`src/rtl/seg7_defs.sv`:
```
// Shared constants and elaboration helpers for the 7-segment display scanner
// and the generic prescaler it uses.
package seg7_defs;

   localparam logic [7:0] AN_OFF = 8'hFF;
   localparam logic       DP_OFF = 1'b1;

   // Bits needed to hold the values 0..v-1.
   function automatic int clog2(input int v);
      int r;
      int x;
      r = 0;
      x = v - 1;
      while (x > 0) begin
         r++;
         x = x >> 1;
      end
      return r;
   endfunction

   function automatic bit params_ok(input int nd, input int sd, input int dead,
                                    input int bd);
      return (nd >= 2) && (nd <= 8) && (dead >= 1) && (sd >= dead + 2) && (bd >= 1);
   endfunction

endpackage

```
`src/rtl/tick_div.sv`:
```
// Generic modulo-N prescaler: counts 0..N-1, wraps, and flags the terminal count.
module tick_div
   import seg7_defs::*;
#(
   parameter int N = 8,
   parameter int W = clog2(N)
) (
   input  logic         clk,
   input  logic         rst_n,
   output logic [W-1:0] cnt,
   output logic         tc
);

   logic [W-1:0] cnt_q;
   logic [W-1:0] cnt_d;

   always_comb begin
      tc    = (cnt_q == W'(N - 1));
      cnt_d = tc ? '0 : cnt_q + 1'b1;
   end

   always_ff @(posedge clk or negedge rst_n) begin
      if (!rst_n) cnt_q <= '0;
      else        cnt_q <= cnt_d;
   end

   assign cnt = cnt_q;

endmodule

```
`src/rtl/seg7_scan.sv`:
```
// Time-multiplexed common-anode 7-segment scanner with blanking, blinking,
// decimal points and dead time between digit slots.
module seg7_scan
   import seg7_defs::*;
#(
   parameter int NUM_DIGITS = 6,
   parameter int SCAN_DIV   = 50000,
   parameter int DEAD       = 4,
   parameter int BLINK_DIV  = 250
) (
   input  logic                    iCLK,
   input  logic                    iRST_N,
   input  logic [4*NUM_DIGITS-1:0] iDIGITS,
   input  logic [NUM_DIGITS-1:0]   iBLANK,
   input  logic [NUM_DIGITS-1:0]   iBLINK,
   input  logic [NUM_DIGITS-1:0]   iDP,
   output logic [3:0]              oDIG,
   output logic [NUM_DIGITS-1:0]   oAN,
   output logic                    oDP,
   output logic                    oFRAME
);

   localparam int IW = clog2(NUM_DIGITS);
   localparam int PW = clog2(SCAN_DIV);
   localparam int FW = clog2(BLINK_DIV + 1);
   localparam logic [PW-1:0]         DEAD_M1 = PW'(DEAD - 1);
   localparam logic [NUM_DIGITS-1:0] AN_ALL  = AN_OFF[NUM_DIGITS-1:0];

   if (!params_ok(NUM_DIGITS, SCAN_DIV, DEAD, BLINK_DIV)) begin : g_bad_params
      $error("seg7_scan: illegal parameter combination");
   end

   logic [PW-1:0] pre;
   logic          tick;

   tick_div #(.N(SCAN_DIV), .W(PW)) u_pre (
      .clk   (iCLK),
      .rst_n (iRST_N),
      .cnt   (pre),
      .tc    (tick)
   );

   logic [IW-1:0]         idx_q, idx_d;
   logic [FW-1:0]         fc_q, fc_d;
   logic                  bph_q, bph_d;
   logic                  init_q, init_d;
   logic                  dark_q, dark_d;
   logic [3:0]            dig_q, dig_d;
   logic                  dp_q, dp_d;
   logic [NUM_DIGITS-1:0] an_q, an_d;
   logic                  frame_q, frame_d;
   logic                  wrap;
   logic                  load;

   always_comb begin
      wrap   = tick && (idx_q == IW'(NUM_DIGITS - 1));
      idx_d  = idx_q;
      fc_d   = fc_q;
      bph_d  = bph_q;
      init_d = 1'b0;
      if (tick) idx_d = wrap ? '0 : idx_q + 1'b1;
      if (wrap) begin
         if (fc_q == FW'(BLINK_DIV - 1)) begin
            fc_d  = '0;
            bph_d = ~bph_q;
         end else begin
            fc_d = fc_q + 1'b1;
         end
      end

      // Inputs are captured only when a slot starts (or on the first edge
      // after reset), so the decoder sees one stable code per slot.
      load   = tick || init_q;
      dark_d = dark_q;
      dig_d  = dig_q;
      dp_d   = dp_q;
      if (load) begin
         dark_d = iBLANK[idx_d] || (iBLINK[idx_d] && !bph_d);
         dig_d  = iDIGITS[4*idx_d +: 4];
         dp_d   = dark_d ? DP_OFF : ~iDP[idx_d];
      end

      // Anode for the state the prescaler moves into; a tick always lands in
      // dead time, so the old anode drops on the same edge the new code loads.
      an_d = AN_ALL;
      if (!tick && (pre >= DEAD_M1) && !dark_d)
         an_d = ~(NUM_DIGITS'(1) << idx_d);

      frame_d = tick && (idx_d == '0);
   end

   always_ff @(posedge iCLK or negedge iRST_N) begin
      if (!iRST_N) begin
         idx_q   <= '0;
         fc_q    <= '0;
         bph_q   <= 1'b1;
         init_q  <= 1'b1;
         dark_q  <= 1'b0;
         dig_q   <= 4'h0;
         dp_q    <= DP_OFF;
         an_q    <= AN_ALL;
         frame_q <= 1'b0;
      end else begin
         idx_q   <= idx_d;
         fc_q    <= fc_d;
         bph_q   <= bph_d;
         init_q  <= init_d;
         dark_q  <= dark_d;
         dig_q   <= dig_d;
         dp_q    <= dp_d;
         an_q    <= an_d;
         frame_q <= frame_d;
      end
   end

   assign oDIG   = dig_q;
   assign oAN    = an_q;
   assign oDP    = dp_q;
   assign oFRAME = frame_q;

endmodule

```
`config.mk`:
```
export PLATFORM = sky130hd
export DESIGN_NAME = seg7_scan
export DESIGN_NICKNAME = d
export VERILOG_FILES = /design/src/rtl/seg7_defs.sv /design/src/rtl/tick_div.sv /design/src/rtl/seg7_scan.sv
export SDC_FILE = /design/constraint.sdc
export NUM_CORES = 1
export LEC_CHECK = 0
export CORE_MARGIN = 5
export CORE_UTILIZATION = 54
export DETAILED_ROUTE_END_ITERATION = 6
export PLACE_DENSITY = 0.95
export REMOVE_ABC_BUFFERS = 1
export SLEW_MARGIN = 0
export SYNTH_ARGS = -nofsm -noshare
export SYNTH_HDL_FRONTEND = slang
export SYNTH_SLANG_ARGS = --single-unit
```
`constraint.sdc`:
```
create_clock -name iCLK -period 6.1 [get_ports iCLK]
set_clock_uncertainty 0.05 [all_clocks]
set_input_delay 0.61 -clock iCLK [delete_from_list [all_inputs] [get_ports iCLK]]
set_output_delay 0.61 -clock iCLK [all_outputs]
set_load 0.02 [all_outputs]
```
Word level (Yosys, flattened, before mapping)
Index checks and enable logic that the tools add are counted.
{ "op_classes": {"addsub": 3, "mux": 15, "n_bitwise": 3, "n_reduce_logical": 11, "magnitude_cmp": 2, "shift": 2, "n_eq_ne": 3, "n_mul": 0, "n_div": 0} }
{ "ops": {"columns": ["op", "n"], "rows": [
  ["indexed part select 24 x 6 -> 4 bit", 1],
  ["adder 16 x 1 -> 16 bit (second input constant)", 1],
  ["== test 16 bit (second input constant)", 1],
  [">= comparator 16 x 2 -> 1 bit (second input constant)", 1],
  ["two-way mux 16 bit", 1],
  ["binary-select mux 1 bit (select 3 bit)", 3],
  ["adder 8 x 1 -> 8 bit (second input constant)", 1],
  ["== test 8 bit (second input constant)", 1],
  ["two-way mux 8 bit", 1],
  ["two-way mux 1 bit", 7],
  ["two-way mux 3 bit", 2],
  ["two-way mux 6 bit", 1],
  ["inverter 6 bit", 1],
  ["left shift 1 x 3 -> 6 bit (first input constant)", 1],
  ["logical AND 1 bit", 5],
  ["< comparator 3 x 4 -> 1 bit (second input constant)", 1],
  ["adder 3 x 1 -> 3 bit (second input constant)", 1],
  ["== test 3 bit (second input constant)", 1],
  ["zero test 1 bit", 3],
  ["zero test 3 bit", 1],
  ["logical OR 1 bit", 2],
  ["inverter 1 bit", 2]
]} }
{ "word_totals": {"latch_bits": 0, "word_cells": 49, "n_memories": 0, "regBits": 42, "rom_bits": 0, "inputBits": 44, "out_inout_bits": 12, "ramBits": 0} }

Depth between registers and ports, before layout
{ "depth": {"word_depth": 12, "mapped_depth": 12} }

Hierarchy
A second synthesis with hierarchy kept.
{ "unflattened": {"cells_unflattened": 227, "hier_area_um2": 2319.7} }
{ "modules_own_cells": {"columns": ["module", "cells_each", "area_each_um2", "instances", "seq_area_each_um2"], "rows": [
  ["seg7_scan", 160, 1557.7, 1, 661.9],
  ["tick_div", 67, 762.0, 1, 400.4]
]} }

Worst setup path before layout
Ideal clock, no wire load.
{ "synth_path": {"kind": "register to register", "startpoint": "register u_pre.cnt_q[13] (netlist: u_pre.cnt[13])", "endpoint": "register an_q[0] (netlist: oAN[0])", "setup_ns": 0.100, "setup_slack_ns": 3.094, "stages_incl_launch_ff": 11, "n_path_buf": 1, "required_ns": 5.950, "arrival_ns": 2.855, "cell_sequence": "dfrtp_1 or4_1 or3_1 buf_2 or4_4 and2_4 clkinv_4 mux2i_1 a211oi_2 o22ai_2 nand4_1"} }
{ "synth_via": {"elab_chain_cells": 12, "elab_cells_between_ends": 22} }
{ "synth_lines": {"columns": ["element", "line_no", "rtl"], "rows": [
  ["start, declared", "tick_div.sv:14", "logic [W-1:0] cnt_q;"],
  ["start signal, assigned", "tick_div.sv:24", "else cnt_q <= cnt_d;"],
  ["== test 16 bit", "tick_div.sv:18", "tc = (cnt_q == W'(N - 1));"],
  ["logical AND 1 bit", "seg7_scan.sv:56", "wrap = tick && (idx_q == IW'(NUM_DIGITS - 1));"],
  ["two-way mux 3 bit (2 in a row)", "seg7_scan.sv:61", "if (tick) idx_d = wrap ? '0 : idx_q + 1'b1;"],
  ["binary-select mux 1 bit (select 3 bit)", "seg7_scan.sv:78", "dark_d = iBLANK[idx_d] || (iBLINK[idx_d] && !bph_d);"],
  ["two-way mux 1 bit (not written as such)", "seg7_scan.sv:78", null],
  ["logical AND 1 bit", "seg7_scan.sv:78", null],
  ["logical OR 1 bit", "seg7_scan.sv:78", null],
  ["two-way mux 1 bit", "seg7_scan.sv:77", "if (load) begin"],
  ["zero test 1 bit", "seg7_scan.sv:86", "if (!tick && (pre >= DEAD_M1) && !dark_d)"],
  ["logical AND 1 bit", "seg7_scan.sv:86", null],
  ["two-way mux 6 bit (*)", "seg7_scan.sv:86", null],
  ["via an_d[0]", "seg7_scan.sv:50", "logic [NUM_DIGITS-1:0] an_q, an_d;"],
  ["end signal, assigned", "seg7_scan.sv:111", "an_q <= an_d;"],
  ["end, declared", "seg7_scan.sv:50", null]
]} }
The timed path passes the listed nets; every way through them passes the cells marked *. The select of a mux whose other input is x is not followed.
A chain may end at the register's enable or synchronous reset.

Worst setup path after layout
Same ends and word-level chain as after synthesis.

==> flow_summary_export.csv <==
group,metric,value,unit
clock_tree,root_buffer,"clkbuf_8",
synthesis,async_flop_share,100.0,%
placed_design,hpwl,4386,um
synthesis,netlist_instances,269,
timing,hold_violations,0,
placed_design,globalplace.congestion,0.8441,
global_route,grt_max_degree,43,
drt,vias,2189,
pwr,pwr-share-clk,34.9,%
pwr,p_leak,1.304,nW
timing,finalSetupViolCount,0,
worst_setup_path,timing.rr.start,"u_pre.cnt[13]",
placed_design,place_worst_setup_slack,2307,ps
placed_design,place_area,0.002947,mm^2
floorplanning,ioPinCount,56,
drt,drc,0,
synthesis,ys_seq_area_share,44.66,%
timing,grt_setup_unrepaired,"false",
worst_setup_path,reg2reg_slack,2230,ps
timing,fin_crit_sh,63.41,%
clock_tree,cts_hold_buf,0,
finish,finalInstanceArea,0.003042,mm^2
synthesis,synth_area,0.002379,mm^2
run_status,status,"completed",
synthesis,synth_seq_cells,42,
pwr,intPower,0.4104,mW
clock_tree,cts.sinks,42,
synthesis,synth_edf_count,0,
pwr,combPwrFrac,11.2,%
timing,fin_tns_setup,0,ps
drt,drt_wl_total,5927,um
worst_setup_path,worstPathCellList,"or4_1, or3_1, o21ai_0, o21a_1, clkinv_1, a211oi_2, a211oi_2, o22ai_2, nand4_1",
synthesis,synth.distinct_cells,50,
synthesis,synth_top_flop_cell,"dfrtp_1",
clock_tree,cts_setup_buffers,0,
clock_tree,cts_buffers,5,
run,maxCapViolCount,0,
worst_setup_path,start_kind,"flop",
global_route,grt_pass1_wl,9894,um
global_route,track_usage,20.71,%
floorplanning,initial_core_util,55.01,%
pwr,seq_power_share,53.9,%
pwr,power_per_cell_area,174.4,mW/mm^2
worst_setup_path,cpPeakStageDelay,590,ps
drt,antenna_left,0,
floorplanning,row_count,24,
drt,drtIter0Drc,153,
finish,antenna_cells,0,
worst_setup_path,crit_start,"u_pre.cnt[13]",
worst_setup_path,crit_slowest_cell,"clkinv_1",
pwr,power_switching,0.1200,mW
worst_hold_path,hold_class,"in2async",
worst_setup_path,cp-endpoint,"oAN[0]",
global_route,grt_pass1_vias,2106,
finish,drive_gt1_share,8.385,%
timing,fmax,0.2585,GHz
finish,mostFrequentLayoutCell,"clkdlybuf4s50_1",
clock_tree,tritoncts,"done",
finish,nNetsFinal,370,
placed_design,io_buffers,55,
timing,worst_pin_slew,933.6,ps
worst_setup_path,path_class,"reg2reg",
finish,syn2layout_area_growth,27.88,%
clock_tree,clk_path_buf_depth,2,
clock_tree,cts.reportedPaths.clkPinSlew,80,ps
timing,slew_viol_final,0,
timing,maxSlewHeadroom,37.53,%
timing,final.setup.worst_slack,2232,ps
floorplanning,fp.dieW,76.37,um
worst_setup_path,cp_max_fo,17,
clock_tree,clock_latency,290,ps
drt,drt_pre_antenna_iters,4,
worst_setup_path,reg2reg_depth,9,
floorplanning,coreArea,0.004324,mm^2
global_route,antenna_found_initial,0,
floorplanning,die_height,76.37,um
floorplanning,die-area,0.005832,mm^2
pwr,switching_share,22.62,%
worst_setup_path,worstPathRequired,6230,ps
drt,wl_per_cell,15.85,um
worst_setup_path,path_common_cell,"a211oi_2",
worst_setup_path,r2r-end,"oAN[0]",
global_route,grt.overflow.total,0,
clock_tree,htreeDepth,2,
worst_setup_path,arrival,4000,ps
clock_tree,ctsResizeCount,0,
synthesis,avgSynthCellArea,8.842,um^2
timing,layout_min_cycle_time,3868,ps
drt,avgViaCountPerCell,5.853,
synthesis,yosys_warnings,0,
finish,layout_common_cells,"clkdlybuf4s50_1, nand2_1, dfrtp_1",
worst_setup_path,end_kind,"flop",
pwr,ir_worst_vdd,0.0001726,V
## worst min path at each step
stage                             start             to  slack, ps  cells after the start
after floorplan                  iRST_N         dark_q        260                      0
after global placement    u_pre.cnt[13]  u_pre.cnt[13]        420                      1
after detailed placement   u_pre.cnt[0]   u_pre.cnt[0]        430                      1
after CTS                        iRST_N        fc_q[1]        410                      1
after global routing             iRST_N   u_pre.cnt[7]        470                      1
final                            iRST_N   u_pre.cnt[1]        390                      1
## routing by layer
metal  share of wire (%)  vias up  track usage [%]
met5                   0        -                0
met4                 3.2        0            9.790
met3                 6.9       25            4.137
met2                  51       84            34.16
met1                  39     1040            25.89
li1                    -     1040                -
## sequential cells by signal, indices dropped and copies added, names as in the netlist
name and count:
fc_q 8, oDP 1, init_q 1, bph_q 1
oFRAME 1, idx_q 3, u_pre.cnt 16, dark_q 1
oDIG 4, oAN 6
## logic make-up after synthesis
family,synth area share [%]
and+or+nand+nor,28.46
DFF,44.66
AOI/OAI and AO/OA,11.05
buffers and inverters,3.419
xor gates and xnor gates,6.628
muxes,2.998
adders and majority gates,2.630
other,0.1577
## synthesized netlist by cell type (all sizes together) (4+ instances only)
| master | instances | share of area (%) |
|---|---|---|
| dfstp | 9 | 9.9 |
| and3 | 7 | 1.8 |
| nand4 | 4 | 1.1 |
| xnor2 | 8 | 2.9 |
| o21ai | 7 | 1.5 |
| xor2 | 10 | 3.7 |
| a21oi | 6 | 1.3 |
| nor2 | 26 | 4.1 |
| mux2i | 6 | 2.5 |
| clkbuf | 7 | 1.2 |
| nand2 | 51 | 8.0 |
| ha | 5 | 2.6 |
| nor4 | 4 | 1.1 |
| dfrtp | 33 | 35 |
| nor3 | 7 | 1.5 |
| inv | 7 | 1.1 |
| a32oi | 4 | 1.5 |
| nand3 | 23 | 4.8 |
## area by class of cell
class                   instances  area [um^2]
clock inverters                 2        12.51
inverters                       9        38.79
flip-flops and latches         42         1062
fillers                       353         1282
clock buffers                   6        82.58
well taps                      52        65.06
multi-input cells             208         1235
repair buffers                 55        545.5
## power by group through the flow
stage / clock, mW / combinational (mW) / sequential (mW)
6_report: 0.185 / 0.0595 / 0.286
4_1_cts: 0.189 / 0.0598 / 0.286
2_1_floorplan: 0 / 0.0127 / 0.295
5_1_grt: 0.200 / 0.0640 / 0.286
3_3_place_gp: 0 / 0.0581 / 0.291
3_5_place_dp: 0 / 0.0593 / 0.291
## worst max-delay path, delay by kind of cell (launching register included)
| kind | cells | cell delay, ps |
|---|---|---|
| buf+inv | 1 | 590 |
| simple gates | 3 | 1190 |
| flops | 1 | 410 |
| compound gates | 5 | 1500 |
## through the flow
| step | std cells | power (mW) | utilization (%) | hold slack (ps) |
|---|---|---|---|---|
| floorplan | 259 | 0.3075 | - | 264.4 |
| global placement | 366 | 0.3487 | 68.14 | 417.0 |
| detailed placement | 366 | 0.3501 | 68.14 | 431.5 |
| CTS | 374 | 0.5340 | 70.34 | 414.9 |
| global route | 374 | 0.5505 | 70.34 | 465.7 |
| finish | 374 | 0.5304 | 70.34 | 385.9 |
Note: power is estimated with default switching activity, not from simulation.
==> patch: new RTL, same flow settings <==
Add an input register stage for `iDIGITS`, `iBLANK`, `iBLINK` and `iDP`, without a reset; this delays them by one clock.
--- a/src/rtl/seg7_scan.sv
+++ b/src/rtl/seg7_scan.sv
@@ -25,6 +25,18 @@
    localparam int FW = clog2(BLINK_DIV + 1);
    localparam logic [PW-1:0]         DEAD_M1 = PW'(DEAD - 1);
    localparam logic [NUM_DIGITS-1:0] AN_ALL  = AN_OFF[NUM_DIGITS-1:0];
+
+   logic [4*NUM_DIGITS-1:0] iDIGITS_q;
+   logic [NUM_DIGITS-1:0] iBLANK_q;
+   logic [NUM_DIGITS-1:0] iBLINK_q;
+   logic [NUM_DIGITS-1:0] iDP_q;
+
+   always_ff @(posedge iCLK) begin
+      iDIGITS_q <= iDIGITS;
+      iBLANK_q  <= iBLANK;
+      iBLINK_q  <= iBLINK;
+      iDP_q     <= iDP;
+   end
 
    if (!params_ok(NUM_DIGITS, SCAN_DIV, DEAD, BLINK_DIV)) begin : g_bad_params
       $error("seg7_scan: illegal parameter combination");
@@ -75,9 +87,9 @@
       dig_d  = dig_q;
       dp_d   = dp_q;
       if (load) begin
-         dark_d = iBLANK[idx_d] || (iBLINK[idx_d] && !bph_d);
-         dig_d  = iDIGITS[4*idx_d +: 4];
-         dp_d   = dark_d ? DP_OFF : ~iDP[idx_d];
+         dark_d = iBLANK_q[idx_d] || (iBLINK_q[idx_d] && !bph_d);
+         dig_d  = iDIGITS_q[4*idx_d +: 4];
+         dp_d   = dark_d ? DP_OFF : ~iDP_q[idx_d];
       end
 
       // Anode for the state the prescaler moves into; a tick always lands in
Function: changed (Yosys sat finds a counterexample within 4 cycles, from zero or initial values and one cycle with iRST_N low).
==> patch against the unedited design <==
  * Routed wire length rose by 17%
  * Count of clock-buffer cells in the layout rose by 4
  * Sequential power rose by 100%
  * Synthesized cell count rose by 16%
  * Sequential cell count rose by 42
  * Power rose by 95%
  * Worst setup slack got worse by 0.18 ns
  * Design area rose by 32%
  * Synthesized area rose by 35%
  * Die area rose by 30%
  * Largest cell class is now registers
==> patch: results (changes against the unedited design) <==
Vias per std cell - 5.44 (-7.0%)
Switch share - 22.7% (+0.033 points)
N_diodes - 0 (unchanged)
CP arrival - 4.25 ns (+0.25 ns)
Cts bufs inserted - 9 (+4)
Global-route wire length before repair - 11.2 mm (+14%)
Reg-to-reg slack, setup - 2.05 ns (-0.18 ns)
Mux contribution to synthesized area - 2.22% (-0.78 points)
Post-Route WL - 6.91 mm (+17%)
Register area share after synthesis - 59.1% (+14 points)
Max reg flops - 24 (+8)
Worst VDD drop - 0.192 mV (+11%)
Status - completed
DR iter-0 viols - 215 (+41%)
Drc violations - 0 (unchanged)
Slew @ Worst Pin - 1.01 ns (+0.0738 ns)
Placer Congestion - 0.911 (+8.0%)
Synth Area in XOR/XNOR - 4.90% (-1.7 points)
Share of post-route cells with drive strength above 1 - 9.14% (+0.75 points)
Post-CTS setup buffers - 0 (unchanged)
Nets - 416 (+12%)
Distinct cells, synth - 51 (+2.0%)
Antenna violations before repair - 0 (unchanged)
Worst setup SP type - flip-flop
Yosys warning total - 0 (unchanged)
Clk slew on worst S/H paths - 0.08 ns (about the same)
Synth Area in Compound Gates - 8.16% (-2.9 points)
Post-DP HPWL - 4.88 mm (+11%)
Clk Latency, worst-skew pair - 0.36 ns (+0.07 ns)
Post-synth ARST share - 50.0% (-50 points)
Reg2reg end - oAN[1]$_DFF_PN1_
# fillers - 410 (+16%)
EDFF count, synth - 0 (unchanged)
LEAKAGE - 1.71 nW (+31%)
Synth top area cells - dfxtp_1 (26%), dfrtp_1 (26%), dfstp_2 (7.3%)
Synth cell count leaders - nand2_1 (51), dfxtp_1 (42), dfrtp_1 (33), nor2_1 (26), nand3_1 (23)
Synth Area in Adders - 1.94% (-0.69 points)
CTS H-tree lvls - 3 (+1)
Worst reg2reg startpoint - u_pre.cnt[12]$_DFF_PN0_
Max clock buf depth - 2 (unchanged)
Total GRT Usage - 19.5% (-1.2 points)
Crit-path slowest cell - clkinv_1
patch: worst max-delay path: cells and delay by family, from the launching register on:
| family | cells | cell delay [ns] |
|---|---|---|
| AOI/OAI and AO/OA | 5 | 1.61 |
| and+or+nand+nor | 3 | 1.23 |
| buffers and inverters | 1 | 0.60 |
| DFF | 1 | 0.43 |
patch: power groups by stage:
stage	Sequential, mW	Combinational [mW]	Clock [mW]
2_1_floorplan	0.593	0.0125	0
3_3_place_gp	0.591	0.0563	0
3_5_place_dp	0.591	0.0587	0
4_1_cts	0.580	0.0589	0.403
5_1_grt	0.581	0.0630	0.431
6_report	0.579	0.0582	0.399
patch: metal layers:
layer	track usage, %	up-vias	wire length, um	part of all wire [%]
met3	5.11	10	384	5.6
met4	8.23	0	121	1.8
met1	24.4	1165	2860	41
met5	0	-	0	0
li1	-	1175	-	-
met2	32.0	83	3540	51
patch: final cells by class:
cell class	instances	area [um2]	share of cell area, %
clock buffers	10	128	3.18
clock inverters	6	70.1	1.75
inverters	9	38.8	0.966
multi-input cells	208	1230	30.8
flip-flops and latches	84	1900	47.4
well taps	75	93.8	2.34
repair buffers	55	546	13.6
patch: cells by family after synthesis:
logic type,after synthesis
compound gates,36
simple gates,141
fa+ha+maj,5
xor+xnor,18
other cells,1
flops,84
buf+inv,19
mux,7
patch: worst max path at each step:
stage / slack, ns / cells past startpoint / endpoint
CTS: 2.11 / 9 / oAN[1]$_DFF_PN1_
detailed placement: 2.14 / 9 / oAN[4]$_DFF_PN1_
finish: 2.05 / 9 / oAN[1]$_DFF_PN1_
global placement: 2.41 / 9 / oAN[0]$_DFF_PN1_
global route: 1.83 / 9 / oAN[4]$_DFF_PN1_
floorplan: 2.90 / 9 / oAN[0]$_DFF_PN1_
patch: through the flow:
| step | hold WS, ns | total power [mW] | instances | worst slack (ns) | instance area [um2] |
|---|---|---|---|---|---|
| after floorplan | 0.264 | 0.606 | 301 | 2.90 | 3180 |
| after global placement | 0.419 | 0.647 | 431 | 2.41 | 3820 |
| after detailed placement | 0.442 | 0.650 | 431 | 2.14 | 3820 |
| after CTS | 0.343 | 1.04 | 447 | 2.11 | 4010 |
| after global routing | 0.381 | 1.08 | 447 | 1.83 | 4010 |
| final | 0.324 | 1.04 | 447 | 2.05 | 4010 |
